### src/rtl/types_bus0_pkg.sv
// Shared bus0 types: AXI4 channel bundles, master vectors, arbiter FSM
// state encodings and the grant index width.
// No ports (package).
package types_bus0_pkg;

  localparam int CFG_BUS0_XMST_GROUP0 = 0;
  localparam int CFG_BUS0_XMST_PCIE   = 1;
  localparam int CFG_BUS0_XMST_TOTAL  = 2;
  // Width of a master index; kept at least 1 so single-master builds still
  // have a legal vector.
  localparam int CFG_BUS0_XMST_LOG2_TOTAL =
    (CFG_BUS0_XMST_TOTAL > 1) ? $clog2(CFG_BUS0_XMST_TOTAL) : 1;

  localparam int CFG_BUS0_XSLV_DDR = 0;

  localparam int CFG_SYSBUS_ADDR_BITS  = 32;
  localparam int CFG_SYSBUS_DATA_BITS  = 64;
  localparam int CFG_SYSBUS_DATA_BYTES = CFG_SYSBUS_DATA_BITS / 8;
  localparam int CFG_SYSBUS_ID_BITS    = 5;
  localparam int CFG_SYSBUS_USER_BITS  = 1;

  localparam logic [1:0] AXI_RESP_OKAY   = 2'b00;
  localparam logic [1:0] AXI_RESP_EXOKAY = 2'b01;
  localparam logic [1:0] AXI_RESP_SLVERR = 2'b10;
  localparam logic [1:0] AXI_RESP_DECERR = 2'b11;

  typedef struct packed {
    logic [CFG_SYSBUS_ADDR_BITS-1:0] addr;
    logic [7:0]                      len;
    logic [2:0]                      size;
    logic [1:0]                      burst;
    logic                            lock;
    logic [3:0]                      cache;
    logic [2:0]                      prot;
    logic [3:0]                      region;
    logic [3:0]                      qos;
  } axi4_metadata_type;

  typedef struct packed {
    logic                              aw_valid;
    axi4_metadata_type                 aw_bits;
    logic [CFG_SYSBUS_ID_BITS-1:0]     aw_id;
    logic [CFG_SYSBUS_USER_BITS-1:0]   aw_user;
    logic                              w_valid;
    logic [CFG_SYSBUS_DATA_BITS-1:0]   w_data;
    logic                              w_last;
    logic [CFG_SYSBUS_DATA_BYTES-1:0]  w_strb;
    logic [CFG_SYSBUS_USER_BITS-1:0]   w_user;
    logic                              b_ready;
    logic                              ar_valid;
    axi4_metadata_type                 ar_bits;
    logic [CFG_SYSBUS_ID_BITS-1:0]     ar_id;
    logic [CFG_SYSBUS_USER_BITS-1:0]   ar_user;
    logic                              r_ready;
  } axi4_master_out_type;

  typedef struct packed {
    logic                              aw_ready;
    logic                              w_ready;
    logic                              b_valid;
    logic [1:0]                        b_resp;
    logic [CFG_SYSBUS_ID_BITS-1:0]     b_id;
    logic [CFG_SYSBUS_USER_BITS-1:0]   b_user;
    logic                              ar_ready;
    logic                              r_valid;
    logic [1:0]                        r_resp;
    logic [CFG_SYSBUS_DATA_BITS-1:0]   r_data;
    logic                              r_last;
    logic [CFG_SYSBUS_ID_BITS-1:0]     r_id;
    logic [CFG_SYSBUS_USER_BITS-1:0]   r_user;
  } axi4_master_in_type;

  typedef axi4_master_out_type axi4_slave_in_type;
  typedef axi4_master_in_type  axi4_slave_out_type;

  typedef axi4_master_out_type [CFG_BUS0_XMST_TOTAL-1:0] bus0_xmst_out_vector;
  typedef axi4_master_in_type  [CFG_BUS0_XMST_TOTAL-1:0] bus0_xmst_in_vector;

  typedef enum logic [1:0] {
    R_IDLE = 2'd0,
    R_ADDR = 2'd1,
    R_DATA = 2'd2
  } bus0_arb_rstate_type;

  typedef enum logic [1:0] {
    W_IDLE = 2'd0,
    W_ADDR = 2'd1,
    W_DATA = 2'd2,
    W_RESP = 2'd3
  } bus0_arb_wstate_type;

  // Round-robin pointer advance: the master after idx, wrapping at nmst.
  function automatic logic [CFG_BUS0_XMST_LOG2_TOTAL-1:0] bus0_arb_next(
    input logic [CFG_BUS0_XMST_LOG2_TOTAL-1:0] idx,
    input int unsigned                         nmst
  );
    if (32'(idx) + 32'd1 >= nmst) return '0;
    return idx + 1'b1;
  endfunction

endpackage

### src/rtl/bus0_rr_pick.sv
// Combinational arbiter pick: given a request vector and a round-robin
// pointer, returns the winning master as one-hot and as an index.
//   req  in  NMST  requesting masters
//   ptr  in  IW    first master considered (ignored when RR_EN=0)
//   gnt  out NMST  one-hot winner, 0 when no request
//   idx  out IW    winner index, 0 when no request
//   any  out 1     at least one request present
module bus0_rr_pick
  import types_bus0_pkg::*;
#(
  parameter int NMST  = CFG_BUS0_XMST_TOTAL,
  parameter bit RR_EN = 1'b1
) (
  input  logic [NMST-1:0]                     req,
  input  logic [CFG_BUS0_XMST_LOG2_TOTAL-1:0] ptr,
  output logic [NMST-1:0]                     gnt,
  output logic [CFG_BUS0_XMST_LOG2_TOTAL-1:0] idx,
  output logic                                any
);
  localparam int IW = CFG_BUS0_XMST_LOG2_TOTAL;

  logic [IW-1:0] start;
  logic [IW:0]   cand;

  // Scan NMST candidates starting at the pointer; fixed priority is the
  // same scan starting at master 0.
  always_comb begin
    start = RR_EN ? ptr : '0;
    gnt   = '0;
    idx   = '0;
    any   = 1'b0;
    cand  = '0;
    for (int k = 0; k < NMST; k++) begin
      cand = {1'b0, start} + (IW+1)'(k);
      if (cand >= (IW+1)'(NMST)) cand = cand - (IW+1)'(NMST);
      if (!any && req[cand[IW-1:0]]) begin
        any = 1'b1;
        idx = cand[IW-1:0];
      end
    end
    if (any) gnt[idx] = 1'b1;
  end

endmodule

### src/rtl/bus0_xslv_arbiter.sv
// Shares one bus0 AXI4 slave port among the bus0 masters. Read and write
// directions are arbitrated independently, one transaction in flight each.
//   i_clk     in   clock
//   i_nrst    in   async reset, active low
//   i_xmsto   in   master request bundles
//   o_xmsti   out  per-master responses (only the owner sees ready/valid)
//   o_xslvi   out  owner's request muxed to the slave
//   i_xslvo   in   slave response
//   o_rgrant  out  one-hot read owner, 0 when idle
//   o_wgrant  out  one-hot write owner, 0 when idle
// NMST must not exceed CFG_BUS0_XMST_TOTAL; extra vector entries are idle.
module bus0_xslv_arbiter
  import types_bus0_pkg::*;
#(
  parameter int NMST  = CFG_BUS0_XMST_TOTAL,
  parameter bit RR_EN = 1'b1
) (
  input  logic                i_clk,
  input  logic                i_nrst,
  input  bus0_xmst_out_vector i_xmsto,
  output bus0_xmst_in_vector  o_xmsti,
  output axi4_slave_in_type   o_xslvi,
  input  axi4_slave_out_type  i_xslvo,
  output logic [NMST-1:0]     o_rgrant,
  output logic [NMST-1:0]     o_wgrant
);
  localparam int IW = CFG_BUS0_XMST_LOG2_TOTAL;

  bus0_arb_rstate_type r_state;
  bus0_arb_wstate_type w_state;
  logic [IW-1:0]   r_idx, w_idx, r_ptr, w_ptr;
  logic [NMST-1:0] r_gnt, w_gnt;

  logic [NMST-1:0] ar_req, aw_req, ar_pick, aw_pick;
  logic [IW-1:0]   ar_pick_idx, aw_pick_idx;
  logic            ar_any, aw_any;

  axi4_master_out_type rm, wm;  // current read / write owner's request

  assign rm = i_xmsto[r_idx];
  assign wm = i_xmsto[w_idx];

  always_comb begin
    ar_req = '0;
    aw_req = '0;
    for (int i = 0; i < NMST; i++) begin
      ar_req[i] = i_xmsto[i].ar_valid;
      aw_req[i] = i_xmsto[i].aw_valid;
    end
  end

  bus0_rr_pick #(.NMST(NMST), .RR_EN(RR_EN)) u_rpick (
    .req (ar_req),
    .ptr (r_ptr),
    .gnt (ar_pick),
    .idx (ar_pick_idx),
    .any (ar_any)
  );

  bus0_rr_pick #(.NMST(NMST), .RR_EN(RR_EN)) u_wpick (
    .req (aw_req),
    .ptr (w_ptr),
    .gnt (aw_pick),
    .idx (aw_pick_idx),
    .any (aw_any)
  );

  // Read FSM. The winner is registered in IDLE, so a master valid only
  // reaches the slave one cycle later through the registered grant.
  always_ff @(posedge i_clk or negedge i_nrst) begin
    if (!i_nrst) begin
      r_state <= R_IDLE;
      r_idx   <= '0;
      r_gnt   <= '0;
      r_ptr   <= '0;
    end else begin
      case (r_state)
        R_IDLE: if (ar_any) begin
          r_idx   <= ar_pick_idx;
          r_gnt   <= ar_pick;
          r_state <= R_ADDR;
        end
        R_ADDR: if (rm.ar_valid && i_xslvo.ar_ready) r_state <= R_DATA;
        R_DATA: if (i_xslvo.r_valid && rm.r_ready && i_xslvo.r_last) begin
          r_state <= R_IDLE;
          r_gnt   <= '0;
          r_ptr   <= bus0_arb_next(r_idx, NMST);
        end
        default: r_state <= R_IDLE;
      endcase
    end
  end

  // Write FSM, same shape with an extra response phase.
  always_ff @(posedge i_clk or negedge i_nrst) begin
    if (!i_nrst) begin
      w_state <= W_IDLE;
      w_idx   <= '0;
      w_gnt   <= '0;
      w_ptr   <= '0;
    end else begin
      case (w_state)
        W_IDLE: if (aw_any) begin
          w_idx   <= aw_pick_idx;
          w_gnt   <= aw_pick;
          w_state <= W_ADDR;
        end
        W_ADDR: if (wm.aw_valid && i_xslvo.aw_ready) w_state <= W_DATA;
        W_DATA: if (wm.w_valid && i_xslvo.w_ready && wm.w_last) w_state <= W_RESP;
        W_RESP: if (i_xslvo.b_valid && wm.b_ready) begin
          w_state <= W_IDLE;
          w_gnt   <= '0;
          w_ptr   <= bus0_arb_next(w_idx, NMST);
        end
        default: w_state <= W_IDLE;
      endcase
    end
  end

  // Slave-side request mux; every field is zero outside its phase.
  always_comb begin
    o_xslvi = '0;
    if (r_state == R_ADDR) begin
      o_xslvi.ar_valid = rm.ar_valid;
      o_xslvi.ar_bits  = rm.ar_bits;
      o_xslvi.ar_id    = rm.ar_id;
      o_xslvi.ar_user  = rm.ar_user;
    end
    if (r_state == R_DATA) o_xslvi.r_ready = rm.r_ready;
    if (w_state == W_ADDR) begin
      o_xslvi.aw_valid = wm.aw_valid;
      o_xslvi.aw_bits  = wm.aw_bits;
      o_xslvi.aw_id    = wm.aw_id;
      o_xslvi.aw_user  = wm.aw_user;
    end
    // W beats offered early (alongside AW) stay blocked until W_DATA.
    if (w_state == W_DATA) begin
      o_xslvi.w_valid = wm.w_valid;
      o_xslvi.w_data  = wm.w_data;
      o_xslvi.w_last  = wm.w_last;
      o_xslvi.w_strb  = wm.w_strb;
      o_xslvi.w_user  = wm.w_user;
    end
    if (w_state == W_RESP) o_xslvi.b_ready = wm.b_ready;
  end

  // Master-side response routing: the slave's ready/valid go straight to
  // the owner with no added latency; non-owners see all zeros.
  always_comb begin
    o_xmsti = '0;
    for (int i = 0; i < NMST; i++) begin
      if (r_gnt[i]) begin
        if (r_state == R_ADDR) o_xmsti[i].ar_ready = i_xslvo.ar_ready;
        if (r_state == R_DATA) begin
          o_xmsti[i].r_valid = i_xslvo.r_valid;
          o_xmsti[i].r_resp  = i_xslvo.r_resp;
          o_xmsti[i].r_data  = i_xslvo.r_data;
          o_xmsti[i].r_last  = i_xslvo.r_last;
          o_xmsti[i].r_id    = i_xslvo.r_id;
          o_xmsti[i].r_user  = i_xslvo.r_user;
        end
      end
      if (w_gnt[i]) begin
        if (w_state == W_ADDR) o_xmsti[i].aw_ready = i_xslvo.aw_ready;
        if (w_state == W_DATA) o_xmsti[i].w_ready  = i_xslvo.w_ready;
        if (w_state == W_RESP) begin
          o_xmsti[i].b_valid = i_xslvo.b_valid;
          o_xmsti[i].b_resp  = i_xslvo.b_resp;
          o_xmsti[i].b_id    = i_xslvo.b_id;
          o_xmsti[i].b_user  = i_xslvo.b_user;
        end
      end
    end
  end

  assign o_rgrant = r_gnt;
  assign o_wgrant = w_gnt;

endmodule

### config.mk
export PLATFORM = sky130hd
export DESIGN_NAME = bus0_xslv_arbiter
export DESIGN_NICKNAME = d
export VERILOG_FILES = /design/src/rtl/types_bus0_pkg.sv /design/src/rtl/bus0_rr_pick.sv /design/src/rtl/bus0_xslv_arbiter.sv
export SDC_FILE = /design/constraint.sdc
export NUM_CORES = 1
export LEC_CHECK = 0
export ABC_AREA = 1
export BUFFER_PORTS_ARGS = -buffer_cell sky130_fd_sc_hd__buf_4
export CORE_AREA = 3 3 349 351
export DETAILED_ROUTE_END_ITERATION = 10
export DIE_AREA = 0 0 352 354
export MAX_ROUTING_LAYER = met4
export PLACE_DENSITY = 0.3
export SYNTH_ARGS = -nofsm -noshare
export SYNTH_HDL_FRONTEND = slang
export SYNTH_HIERARCHICAL = 1
export SYNTH_SLANG_ARGS = --single-unit
### constraint.sdc
create_clock -name i_clk -period 1.5 [get_ports i_clk]
set_clock_uncertainty 0.1 [all_clocks]
set_input_delay 0.3 -clock i_clk [delete_from_list [all_inputs] [get_ports i_clk]]
set_output_delay 0.3 -clock i_clk [all_outputs]
set_load 0.1 [all_outputs]
Word-level counts from Yosys, hierarchy flattened
Index checks and enable logic that the tools add are counted.
{"block": "word_totals", "ff_bits": 12, "elab_cells": 136}
{"block": "classes", "n_addsub": 10, "magnitude_cmp": 16, "eq_ne": 12, "n_mux": 65, "reduce_logical": 25}
{"operator": "two-way mux 213 bit", "count": 2}
{"operator": "two-way mux 75 bit", "count": 3}
{"operator": "two-way mux 69 bit", "count": 2}
{"operator": "two-way mux 68 bit", "count": 2}
{"operator": "two-way mux 74 bit", "count": 1}
{"operator": "two-way mux 1 bit", "count": 37}
{"operator": "two-way mux 11 bit", "count": 2}
{"operator": "two-way mux 2 bit", "count": 9}
{"operator": "< comparator 1 x 2 -> 1 bit (second input constant)", "count": 8}
{"operator": "!= test 2 bit (second input constant)", "count": 7}
{"operator": "logical AND 1 bit", "count": 11}
{"operator": "two-way mux 9 bit", "count": 1}
{"operator": "AND reduction 3 bit", "count": 3}
{"operator": "adder 1 x 1 -> 2 bit (second input constant)", "count": 4}
{"operator": "greater-or-equal comparator 2 bit (second input constant)", "count": 4}
{"operator": "one-hot mux 2 bit (2 select lines)", "count": 2}
{"operator": "one-hot mux 2 bit (4 select lines)", "count": 1}
{"operator": "AND reduction 2 bit", "count": 4}
{"operator": "== test 2 bit (second input constant)", "count": 3}
{"operator": "one-hot mux 2 bit (3 select lines)", "count": 1}
{"operator": "== test 2 x 1 -> 1 bit (second input constant)", "count": 2}
{"operator": "greater-or-equal comparator 1 x 2 -> 1 bit (second input constant)", "count": 2}
{"operator": "logical NOT 2 bit", "count": 2}
{"operator": "AND reduction 4 bit", "count": 1}
{"operator": "other kinds (6)", "count": 14}

Longest topological paths before layout
{"block": "depth", "ltp_word": 14, "depth_mapped": 10, "mapped_depth_nobuf": 10}

By module
The synthesis kept the hierarchy.
{"mod": "bus0_xslv_arbiter", "instances": 1, "cells_per_inst": 1093, "area_each_um2": 5720.5, "seq_area_each_um2": 300.3}
{"mod": "bus0_rr_pick", "instances": 2, "cells_per_inst": 7, "area_each_um2": 30.0, "seq_area_each_um2": 0.0}

Least setup slack after synthesis
OpenSTA, ideal clock, no wires.
{"block": "synth_timing", "path_kind": "register to output", "from": "register r_gnt[1], in the netlist o_rgrant[1]", "to": "output o_xmsti[144] in the netlist's numbering", "arrival_time_ns": 3.558, "path_slack_ns": -2.458, "stages_incl_launch_ff": 5, "n_path_buf": 2, "path_cell_list": "dfrtp_1 > inv_1 > buf_2 > buf_2 > nor3_1"}
{"item": "from (decl)", "line": "bus0_xslv_arbiter.sv:32", "text": "logic [NMST-1:0] r_gnt, w_gnt;"}
{"item": "from (signal assigned)", "line": "bus0_xslv_arbiter.sv:80", "text": "r_gnt <= ar_pick;"}
{"item": "to (decl)", "line": "bus0_xslv_arbiter.sv:21", "text": "output bus0_xmst_in_vector o_xmsti,"}

==> flow_summary_export.csv <==
group,metric,value,unit
worst_setup_path,cp_max_fo,13,
synthesis,synth.net_count,1626,
synthesis,syn_inst,1107,
global_route,antenna_found_initial,3,
drt,drtIter0Drc,393,
synthesis,synth-seq-cells,12,
floorplan,die_area,0.1246,mm2
power,p_per_area,2535,mW/mm2
sta,finalHoldViolCount,0,
drt,drtPass1Iterations,4,
status,status,"finished with violations",
sta,setup_viol,399,
clock_network,clk_pin_slew_worst_paths,0.06,ns
floorplan,die_h,354,um
sta,setup_slack,-0.7224,ns
place,port_buffers,902,
power,leakage,10.56,nW
worst_setup_path,cp.required,1.10,ns
layout,area_growth,327.6,%
worst_setup_path,arrival,1.82,ns
status,violations,"setup timing",
layout,fin_cells,3737,
floorplan,io_pins,903,
clock_network,clkLatencyLatePin,0.27,ns
global_route,grt_pass1_wl,96530,um
global_route,grt_pass1_vias,12200,
worst_setup_path,start_kind,"register",
clock_network,cts_tree,"yes",
global_route,grt_max_degree,47,
worst_setup_path,crit_type,"register to output port",
synthesis,ys_warn_count,6,
sta,rsz0062_at_grt,"true",
layout,final_common_cell,"buf_4",
sta,timing_worst_slew_pin_value,0.5214,ns
sta,fin_tns_setup,-240.26,ns
clock_network,ctsLongestPathBuffers,2,
sta,fmax,450.0,MHz
place,dp_cells,3666,
sta,layout_min_cycle_time,2.222,ns
floorplan,initial_utilization,0.04844,
global_route,grt_util_all_layers,0.1112,
place,gp_congestion,0.8300,
floorplan,row_count,127,
synthesis,avgSynthCellArea,5.222,um2
sta,holdWs,0.2509,ns
clock_network,cts_num_sinks,12,
power,finalPower,62.65,mW
layout,fill_cells,13280,
sta,maxSlewViolCount,0,
synthesis,synth_area,0.005781,mm2
floorplan,die_w,352,um
layout,antenna_cells,0,
floorplan,core,0.1193,mm2
clock_network,htreeDepth,1,
drt,dr_total_vias,11600,
layout,most-common-layout-cells,"745 x buf_4, 287 x buf_12, 170 x nor3_4",
drt,drcViolationCount,0,
global_route,grt-ovfl-total,0,
layout,nNetsFinal,2645,
synthesis,yosysSeqAreaShare,0.05195,
place,hpwlAfterDp,63010,um
drt,ant_nets,0,
clock_network,cts_made_buffers,3,
sta,fin_crit_sh,1.482,
sta,slew_headroom,0.6511,
worst_setup_path,end_kind,"output port",
layout,fin_util,0.2071,
clock_network,cts_root_buf,"clkbuf_16",
job,maxCapViolations,0,
power,vdd_drop_max,1188,uV
min_path,min-delay-path-class,"primary input to register",
drt,route.detailed.wl_per_inst,20.15,um
drt,via_per_inst,3.104,
synthesis,synth_cell_type_count,25,
drt,drt_wl_total,75290,um
layout,drive_above_1_share,0.7995,
==> per-stage QoR <==
step                      setup WS (ns)  instance area (um2)
after floorplan                  -1.159                10350
after global placement          -0.5247                20250
after detailed placement        -0.5273                20250
after CTS                       -0.7698                21830
after global routing            -0.7936                24720
final                           -0.7224                24720
==> metal layers <==
metal	routed length (um)	vias to the layer above	global-route usage
met2	40800	466	0.2074
li1	-	5636	-
met5	0	-	-
met3	4720	38	0.02859
met4	1372	0	0.01862
met1	28400	5461	0.1191
==> power breakdown <==
part | leakage (nW) | switching (mW) | internal (mW) | total (mW)
Clock | 0.0382 | 0.251 | 0.365 | 0.616
Sequential | 0.138 | 0.309 | 0.533 | 0.842
Combinational | 10.4 | 40.2 | 21.0 | 61.2
==> cell families after synthesis <==
group	share of synthesized area
buf+inv	0.1781
simple gates	0.5623
flops	0.05195
fa+ha+maj	0.01082
compound gates	0.1968
==> area by class of cell <==
type	instances	area [um2]	share of cell area
Multi-Input combinational cell	883	8905	0.3603
Inverter	109	481.7	0.01949
Timing Repair inverter	1	16.27	0.0006581
Timing Repair Buffer	1116	12890	0.5216
Clock buffer	4	78.83	0.003189
Tap cell	1612	2017	0.08160
Sequential cell	12	325.3	0.01316
==> what timing repair did <==
item | in CTS | in global routing
setup buffers | 2 | 37
hold buffers | 1 | 0
endpoints found under the setup margin | 398 | 399
gates cloned | 4 | 28
pin swaps | 21 | 77
endpoints found under the hold margin | 12 | 0
gates resized for setup | 377 | 445
==> Yosys cell counts <==
cell type    n  area (um2)
buf_4        6       45.04
a21oi_2      1       8.760
buf_6       23       259.0
nand2_2      1       6.260
nor2_4       2       22.52
nand3_2      1       10.01
clkbuf_1    45       168.9
nand2_1    175       656.9
inv_4        1       6.260
inv_1      103       386.6
o31ai_1      1       7.510
nor3_1      62       310.3
ha_1         5       62.56
o21ai_1      2       10.01
nand3_1      8       40.04
inv_2        5       18.77
dfrtp_1     12       300.3
a21oi_1     81       405.4
or2_2        1       6.260
buf_2       28       140.1
nand4_1      3       18.77
nor3_2     109        1091
clkbuf_2     1       5.000
o21ai_0    141       705.7
nor2_1     290        1089
==> registers in the layout (all words and copies together) (netlist names) <==
name      count
r_idx         1
w_state       2
w_idx         1
r_state       2
o_wgrant      2
o_rgrant      2
r_ptr         1
w_ptr         1
==> worst max-delay path, stage by stage (launching register included) <==
cell and delay (ns):
dfrtp_2 0.41, inv_2 0.08, ha_4 0.16, buf_12 0.17
buf_16 0.20, buf_12 0.12, o21ai_4 0.05, nor2_4 0.12
buf_12 0.18
==> worst paths after layout <==
path / from / endpoint / slack, ns / cells past startpoint
min reg2reg: r_ptr / r_ptr / 0.43 / 2
max in group asynchronous: i_nrst / o_rgrant[1] / 0.62 / 2
max reg2reg: r_idx / o_rgrant[0] / -0.50 / 8
max: w_state[1] / o_xslvi[194] / -0.72 / 8
min: i_xmsto[425] / o_wgrant[0] / 0.25 / 4
min in group asynchronous: i_nrst / o_wgrant[0] / 0.40 / 2
No activity file was read; power rests on OpenSTA's default activity.
